### src/rtl/fetch_unit.sv
// Pipeline front end: owns the PC, fetches from a variable-latency instruction
// memory and hands instructions plus PC+2 to the IF_ID latch.
`timescale 1ns/1ps
module fetch_unit #(
    parameter logic [15:0] RESET_PC  = 16'h0000,
    parameter logic [15:0] NOP_INSTR = 16'h0800
) (
    input  logic        clk,
    input  logic        rst,
    output logic        imem_req,
    output logic [15:0] imem_addr,
    input  logic        imem_ready,
    input  logic [15:0] imem_data,
    input  logic        stall,
    input  logic        redirect,
    input  logic [15:0] redirect_pc,
    output logic [15:0] instr_out,
    output logic [15:0] pc_next_out,
    output logic        valid_out,
    output logic        halted
);

    typedef enum logic [2:0] {
        S_FETCH, S_WAIT, S_BUF, S_DRAIN, S_HALTED
    } state_t;

    state_t      state_q, state_d;
    logic [15:0] pc_q, pc_d;
    logic [15:0] instr_q, instr_d;
    logic [15:0] pcn_q, pcn_d;
    logic        valid_q, valid_d;
    logic [15:0] buf_q, buf_d;
    logic [15:0] buf_pcn_q, buf_pcn_d;
    logic [15:0] drain_addr_q, drain_addr_d;

    logic        out_free;
    logic        req_c;
    logic        take_mem;
    logic        moved;
    logic [15:0] pc_inc;
    logic [15:0] addr_c;

    always_comb begin
        out_free     = !valid_q || !stall;
        pc_inc       = pc_q + 16'd2;
        addr_c       = (state_q == S_DRAIN) ? drain_addr_q : pc_q;
        req_c        = 1'b0;
        take_mem     = 1'b0;
        moved        = 1'b0;
        state_d      = state_q;
        pc_d         = pc_q;
        instr_d      = instr_q;
        pcn_d        = pcn_q;
        valid_d      = valid_q;
        buf_d        = buf_q;
        buf_pcn_d    = buf_pcn_q;
        drain_addr_d = drain_addr_q;

        case (state_q)
            S_FETCH: begin
                req_c = out_free;
                if (req_c) begin
                    if (imem_ready) take_mem = 1'b1;
                    else            state_d  = S_WAIT;
                end
            end
            S_WAIT: begin
                req_c = 1'b1;
                if (imem_ready) begin
                    if (out_free) begin
                        take_mem = 1'b1;
                    end else begin
                        buf_d     = imem_data;
                        buf_pcn_d = pc_inc;
                        pc_d      = pc_inc;
                        state_d   = S_BUF;
                    end
                end
            end
            S_BUF: begin
                if (!stall) begin
                    instr_d = buf_q;
                    pcn_d   = buf_pcn_q;
                    valid_d = 1'b1;
                    moved   = 1'b1;
                    state_d = (buf_q[15:11] == 5'b00000) ? S_HALTED : S_FETCH;
                end
            end
            S_DRAIN: begin
                // Stale response is consumed and thrown away.
                req_c = 1'b1;
                if (imem_ready) state_d = S_FETCH;
            end
            S_HALTED: ;
            default: state_d = S_FETCH;
        endcase

        if (take_mem) begin
            instr_d = imem_data;
            pcn_d   = pc_inc;
            valid_d = 1'b1;
            pc_d    = pc_inc;
            moved   = 1'b1;
            state_d = (imem_data[15:11] == 5'b00000) ? S_HALTED : S_FETCH;
        end

        if (out_free && !moved) begin
            valid_d = 1'b0;
            instr_d = NOP_INSTR;
        end

        // Redirect overrides everything; an in-flight request must be drained first.
        if (redirect) begin
            pc_d         = redirect_pc & 16'hFFFE;
            valid_d      = 1'b0;
            instr_d      = NOP_INSTR;
            buf_d        = 16'h0000;
            buf_pcn_d    = 16'h0000;
            drain_addr_d = addr_c;
            state_d      = (req_c && !imem_ready) ? S_DRAIN : S_FETCH;
        end
    end

    always_ff @(posedge clk) begin
        if (!rst) begin
            state_q      <= S_FETCH;
            pc_q         <= RESET_PC & 16'hFFFE;
            instr_q      <= NOP_INSTR;
            pcn_q        <= 16'h0000;
            valid_q      <= 1'b0;
            buf_q        <= 16'h0000;
            buf_pcn_q    <= 16'h0000;
            drain_addr_q <= 16'h0000;
        end else begin
            state_q      <= state_d;
            pc_q         <= pc_d;
            instr_q      <= instr_d;
            pcn_q        <= pcn_d;
            valid_q      <= valid_d;
            buf_q        <= buf_d;
            buf_pcn_q    <= buf_pcn_d;
            drain_addr_q <= drain_addr_d;
        end
    end

    assign imem_req    = rst && req_c;
    assign imem_addr   = addr_c;
    assign instr_out   = instr_q;
    assign pc_next_out = pcn_q;
    assign valid_out   = valid_q;
    assign halted      = (state_q == S_HALTED);

endmodule

### config.mk
export PLATFORM = sky130hd
export DESIGN_NAME = fetch_unit
export DESIGN_NICKNAME = d
export VERILOG_FILES = /design/src/rtl/fetch_unit.sv
export SDC_FILE = /design/constraint.sdc
export NUM_CORES = 1
export LEC_CHECK = 0
export BUFFER_PORTS_ARGS = -buffer_cell sky130_fd_sc_hd__buf_2
export CAP_MARGIN = 10
export CORE_MARGIN = 2
export CORE_UTILIZATION = 45
export DETAILED_ROUTE_END_ITERATION = 16
export PLACE_DENSITY_LB_ADDON = 0.15
export SLEW_MARGIN = 20
export SYNTH_ARGS = -nofsm -noshare
export SYNTH_HDL_FRONTEND = slang
export SYNTH_SLANG_ARGS = --single-unit
### constraint.sdc
create_clock -name clk -period 2.45 [get_ports clk]
set_clock_uncertainty 0.1 [all_clocks]
set_input_delay 0.245 -clock clk [delete_from_list [all_inputs] [get_ports clk]]
set_output_delay 0.245 -clock clk [all_outputs]
set_load 0.03 [all_outputs]
==> Yosys cells after proc, flatten, opt, wreduce, memory -nomap -nowiden <==
Index checks and enable logic that the tools add are counted.
{ "classes": {"add_sub_neg": 1, "n_eq_ne": 14, "muxes": 36, "bitwise": 2, "n_reduce_logical": 24} }
{ "op_table": {"columns": ["op", "count"], "rows": [
  ["two-way mux 16 bit", 12],
  ["two-way mux 3 bit", 10],
  ["!= test 4 bit (second input constant)", 6],
  ["adder 16 x 2 -> 16 bit (second input constant)", 1],
  ["case mux 3 bit (5 select lines)", 1],
  ["logical NOT 5 bit", 2],
  ["two-way mux 1 bit", 10],
  ["AND reduction 3 bit", 3],
  ["AND reduction 7 bit", 1],
  ["equality test 3 x 2 -> 1 bit (second input constant)", 2],
  ["!= test 3 x 2 -> 1 bit (second input constant)", 2],
  ["nonzero test 2 bit", 3],
  ["nonzero test 3 bit", 2],
  ["logical NOT 1 bit", 4],
  ["!= test 2 x 1 -> 1 bit (second input constant)", 2],
  ["case mux 1 bit (2 select lines)", 2],
  ["OR reduction 2 bit", 2],
  ["equality test 3 x 1 -> 1 bit (second input constant)", 1],
  ["equality test 3 bit (second input constant)", 1],
  ["logical AND 1 bit", 3],
  ["logical NOT 3 bit", 1],
  ["OR reduction 3 bit", 1],
  ["two-way mux 2 bit", 1],
  ["NOT 1 bit", 2],
  ["2 further kinds", 2]
]} }
{ "word_totals": {"reg_bits": 100, "in_bits": 37, "out_inout_bits": 51, "word_cells": 86} }

==> Logic depth before layout (Yosys ltp) <==
{ "depth": {"word_depth": 9, "ltp_mapped": 7, "ltp_nobuf": 5} }

==> Worst setup path before layout <==
No wires, ideal clock.
{ "synth_timing": {"path_kind": "register to register", "startpoint": "register state_q[2]", "endpoint": "register pc_q[15]", "setup_time_ns": 0.074, "arrival_time_ns": 2.091, "t_required_ns": 2.276, "path_slack_ns": 0.185, "stages_incl_launch_ff": 8, "path_buffers": 3, "synth_period_minus_slack_ns": 2.265, "path_cell_list": "dfxtp_1 buf_6 or3b_1 buf_2 or4_1 buf_2 or4_1 a31oi_1"} }
{ "synth_via": {"elab_chain_len": 4, "word_cells_on_any_way": 9, "classes_between": "2 x eq/ne; 3 x mux; 4 x reduce/logical"} }
{ "synth_lines": {"columns": ["item", "line_no", "source"], "rows": [
  ["start: declaration", "27", "state_t state_q, state_d;"],
  ["start signal: assignment", "135", "state_q <= state_d;"],
  ["equality test 3 x 1 -> 1 bit / logical NOT 3 bit (equally long branches)", "59", "case (state_q)"],
  ["case mux 1 bit (2 select lines)", "59", null],
  ["!= test 3 x 2 -> 1 bit (no source line) (tied with other cells)", null, null],
  ["AND reduction 3 bit (no source line) / two-way mux 16 bit (equally long branches)", null, null],
  ["end signal: assignment", "127", "pc_q <= RESET_PC & 16'hFFFE;"],
  ["end signal: assignment", "136", "pc_q <= pc_d;"],
  ["end: declaration", "28", "logic [15:0] pc_q, pc_d;"]
]} }
Parallel ways exist; a longest one is shown, timed or not.
A chain may end at the register's enable or synchronous reset.

==> Final worst setup path <==
{ "layout_timing": {"startpoint": "register pc_q[2]", "endpoint": "register pc_q[15]"} }
{ "layout_via": {"elab_chain_len": 6} }
{ "layout_lines": {"columns": ["item", "line_no", "source"], "rows": [
  ["adder 16 x 2 -> 16 bit *", "45", "pc_inc = pc_q + 16'd2;"],
  ["two-way mux 16 bit", "70", "if (out_free) begin"],
  ["two-way mux 16 bit", "69", "if (imem_ready) begin"],
  ["two-way mux 16 bit", "59", null],
  ["two-way mux 16 bit *", "98", "if (take_mem) begin"],
  ["two-way mux 16 bit *", "113", "if (redirect) begin"]
]} }
Every way passes the cells marked *; elsewhere a longest branch is shown, timed or not. The select of a mux whose other input is x is not followed.

==> run_results.csv <==
group,metric,value,unit
run_status,status,"finished clean",
grt,grt_max_degree,41,
worst_setup_path,endpoint_kind,"flop",
timing,holdWs,0.0105,ns
floorplanning,rows,36,
timing,fmax,447,MHz
synth,ys_async_sr_fraction,0,
flow_run,drv_cap,0,
route,drt-initial-drc-count,188,
clock_tree,post_cts_buffers,0,
power,power_density,646,mW/mm^2
synth,synth_edf_count,0,
clock_tree,cts_root_buffer,"clkbuf_8",
clock_tree,clock-sinks,97,
clock_tree,cts_buffers,9,
worst_setup_path,cp.arrival,2.43,ns
worst_setup_path,r2r_start,"pc_q[2]$_SDFFE_PN0P_",
worst_setup_path,critPathKind,"flop to flop",
synth,synth_warnings,0,
timing,relSlewSlack,0.596,
timing,finalCriticalPeriod,2.23,ns
placement,hpwl,7910,um
worst_setup_path,slowest_delay,0.64,ns
synth,synthCells,546,
power,peakVddDrop,0.262,mV
min_path,worstHoldStart,"imem_data[7]",
worst_setup_path,start_kind,"flop",
grt,grt_pass1_wl,18700,um
timing,hold_viol_final,0,
worst_setup_path,cp.required,2.64,ns
synth,avgSynthCellArea,8.09,um^2
floorplanning,die-area,0.0106,mm^2
worst_setup_path,r2r_setup_slack,0.22,ns
floorplanning,die_width,103,um
worst_setup_path,crit_chain,"ha_1, nand3_1, or4_1, or4_1, a31oi_1",
final_layout,drive_gt1_frac,0.236,
timing,tightest_slew,0.606,ns
power,power_frac_comb,0.181,
synth,synth_ff_type,"dfxtp_1",
synth,syn-num-nets,584,
placement,dp.cells,739,
floorplanning,io_pins,88,
min_path,hp-class,"input pin to flop",
synth,synth_cell_type_count,48,
timing,setup_violations,0,
worst_setup_path,crit_slowest_cell,"or4_1",
floorplanning,fp.dieH,103,um
worst_setup_path,crit_top_cell,"or4_1",
clock_tree,insertion_delay,0.36,ns
final_layout,nets,655,
floorplanning,coreArea,0.00964,mm^2
final_layout,num_antenna_cells,0,
route,ant_nets,0,
timing,rsz0062_at_grt,"false",
synth,ys_ff_latch,97,
clock_tree,htreeDepth,3,
timing,finalSetupTns,0,ns
synth,ys_seq_area_frac,0.440,
grt,grt_use_total,0.222,
clock_tree,clk_pin_slew,0.10,ns
power,p_sw,1.05,mW
placement,gp_congestion,0.905,
route,via_count,4257,
power,swShare,0.309,
power,internal_power,2.34,mW
clock_tree,clock_path_buffers,2,
grt,grt_overflow_total,0,
placement,io_buffers,85,
power,seq_power_share,0.498,
route,post-route-drc-count,0,
power,p_leak,1.95,nW
route,viasPerCell,5.64,
grt,grt_pass1_vias,3863,
synth,synth.largest_area_cell,"dfxtp_1",
synth,netlist_top_cells_area,"dfxtp_1, a21oi_1, nand2_1",
route,routed_wirelength,11600,um
route,first_pass_iters,4,
clock_tree,cts_hold_buf,0,
final_layout,fin_cells,755,
synth,synth_top_area_share,0.440,
final_layout,nFillCells,978,
timing,report.final.slew_viol_count,0,
power,clockPowerShare,0.322,
timing,period_share,0.912,
clock_tree,cts_tree,"done",
worst_setup_path,crit_path_start,"pc_q[2]$_SDFFE_PN0P_",
floorplanning,initial_core_util,0.458,
worst_setup_path,crit_path_max_fanout,9,
synth,syn_area,0.00442,mm^2
clock_tree,cts-resized-gates,0,
grt,grt_antenna_before_repair,0,
final_layout,area_growth,18.5,%
route,wl_per_cell,15.4,um
-- synthesized netlist by cell type, types with 2 or more instances --
library cell,n
a211oi_1,6
a21oi_1,72
a22oi_1,28
a2bb2oi_1,2
a31oi_1,8
and2_1,2
and4_1,2
buf_1,3
buf_2,2
clkbuf_1,45
dfxtp_1,97
inv_1,7
mux2_2,15
mux2i_1,2
nand2_1,92
nand2b_1,4
nand3_1,9
nand3b_1,2
nand4_1,6
nand4b_1,6
nor2_1,16
nor3_1,14
nor3b_1,2
nor4_1,8
o211ai_1,4
o21a_1,2
o21ai_0,41
o31a_1,4
o31ai_1,2
or3_1,7
or4_1,7
xnor2_1,7
xor2_1,7
-- power groups by stage --
stage | logic, mW | registers [mW] | clock network, mW
4_1_cts | 0.613 | 1.68 | 1.11
3_3_place_gp | 0.603 | 1.72 | 0
6_report | 0.611 | 1.68 | 1.09
3_5_place_dp | 0.611 | 1.72 | 0
5_1_grt | 0.664 | 1.69 | 1.18
2_1_floorplan | 0.376 | 1.75 | 0
-- path summary, 6_finish.rpt --
kind / end / cells after the start
setup / recovery: pc_q[15]$_SDFFE_PN0P_ / 5
hold / removal: buf_q[7]$_SDFFE_PP0P_ / 3
setup reg to reg: pc_q[15]$_SDFFE_PN0P_ / 5
hold reg to reg: drain_addr_q[0]$_SDFFE_PN0P_ / 2
-- area by class of cell --
| type | count | area, um^2 | share of cell area |
|---|---|---|---|
| Clock buffer | 10 | 128 | 0.0244 |
| Clock inverter | 6 | 76.3 | 0.0146 |
| Inverter | 8 | 30.0 | 0.00573 |
| Multi-Input combinational cell | 389 | 2250 | 0.430 |
| Sequential cell | 97 | 1940 | 0.371 |
| Tap cell | 133 | 166 | 0.0318 |
| Timing Repair Buffer | 112 | 641 | 0.122 |
-- cells by family (layout without fill, tap and decap cells) --
logic type	count (synthesis)	count (layout)	share of synthesized area
simple gates	181	181	0.198
compound gates	175	175	0.234
flops	97	97	0.440
buf+inv	60	136	0.0541
mux	17	17	0.0428
xor+xnor	14	14	0.0278
fa+ha+maj	1	1	0.00283
other cells	1	1	0.000849
-- cell usage in the layout, fill, tap and decap left out, types with 2 or more instances in the layout --
cell / instances
a22oi_1: 28
and4_1: 2
nand4b_1: 6
nor3_1: 13
a211oi_1: 6
a31oi_1: 8
inv_1: 7
and2_1: 2
or4_1: 7
buf_2: 85
nor2_1: 15
a2bb2oi_1: 2
nor3b_1: 2
a21oi_1: 71
o211ai_1: 4
nand4_1: 6
nand2b_1: 4
dfxtp_1: 97
mux2i_1: 2
or3_1: 7
xor2_1: 7
clkbuf_8: 9
o31a_1: 4
mux2_2: 15
inv_8: 2
nand3_1: 9
o21a_1: 2
clkinvlp_4: 2
nor4_1: 8
buf_4: 26
xnor2_1: 7
nand3b_1: 2
nand2_1: 92
o31ai_1: 2
o21ai_0: 41
-- sequential cells by signal, summed over array words and instances, names as in the netlist --
name	flops
valid_out	1
instr_out	16
drain_addr_q	16
state_q	3
buf_pcn_q	15
pc_q	15
buf_q	16
pc_next_out	15
-- metrics by stage --
stage | setup slack [ns] | utilization | power, mW | area [um^2]
after floorplan | 0.185 | - | 2.12 | 4420
after global placement | 0.252 | 0.522 | 2.32 | 5030
after detailed placement | 0.236 | 0.522 | 2.33 | 5030
after CTS | 0.248 | 0.543 | 3.40 | 5240
after global routing | 0.0676 | 0.543 | 3.53 | 5240
final | 0.215 | 0.543 | 3.39 | 5240
-- per-layer routing --
layer | share of wire | vias up | GRT usage
li1 | - | 2094 | -
met1 | 0.47 | 2048 | 0.305
met2 | 0.48 | 106 | 0.356
met3 | 0.045 | 9 | 0.0427
met4 | 0.010 | 0 | 0.0658
met5 | 0 | - | 0
-- critical path: cells and delay by family, from the launching register on --
family | cells | cell delay [ns]
and+or+nand+nor | 3 | 1.20
DFF | 1 | 0.45
adders and majority gates | 1 | 0.25
AOI/OAI and AO/OA | 1 | 0.17
(Power assumes the default switching activity.)
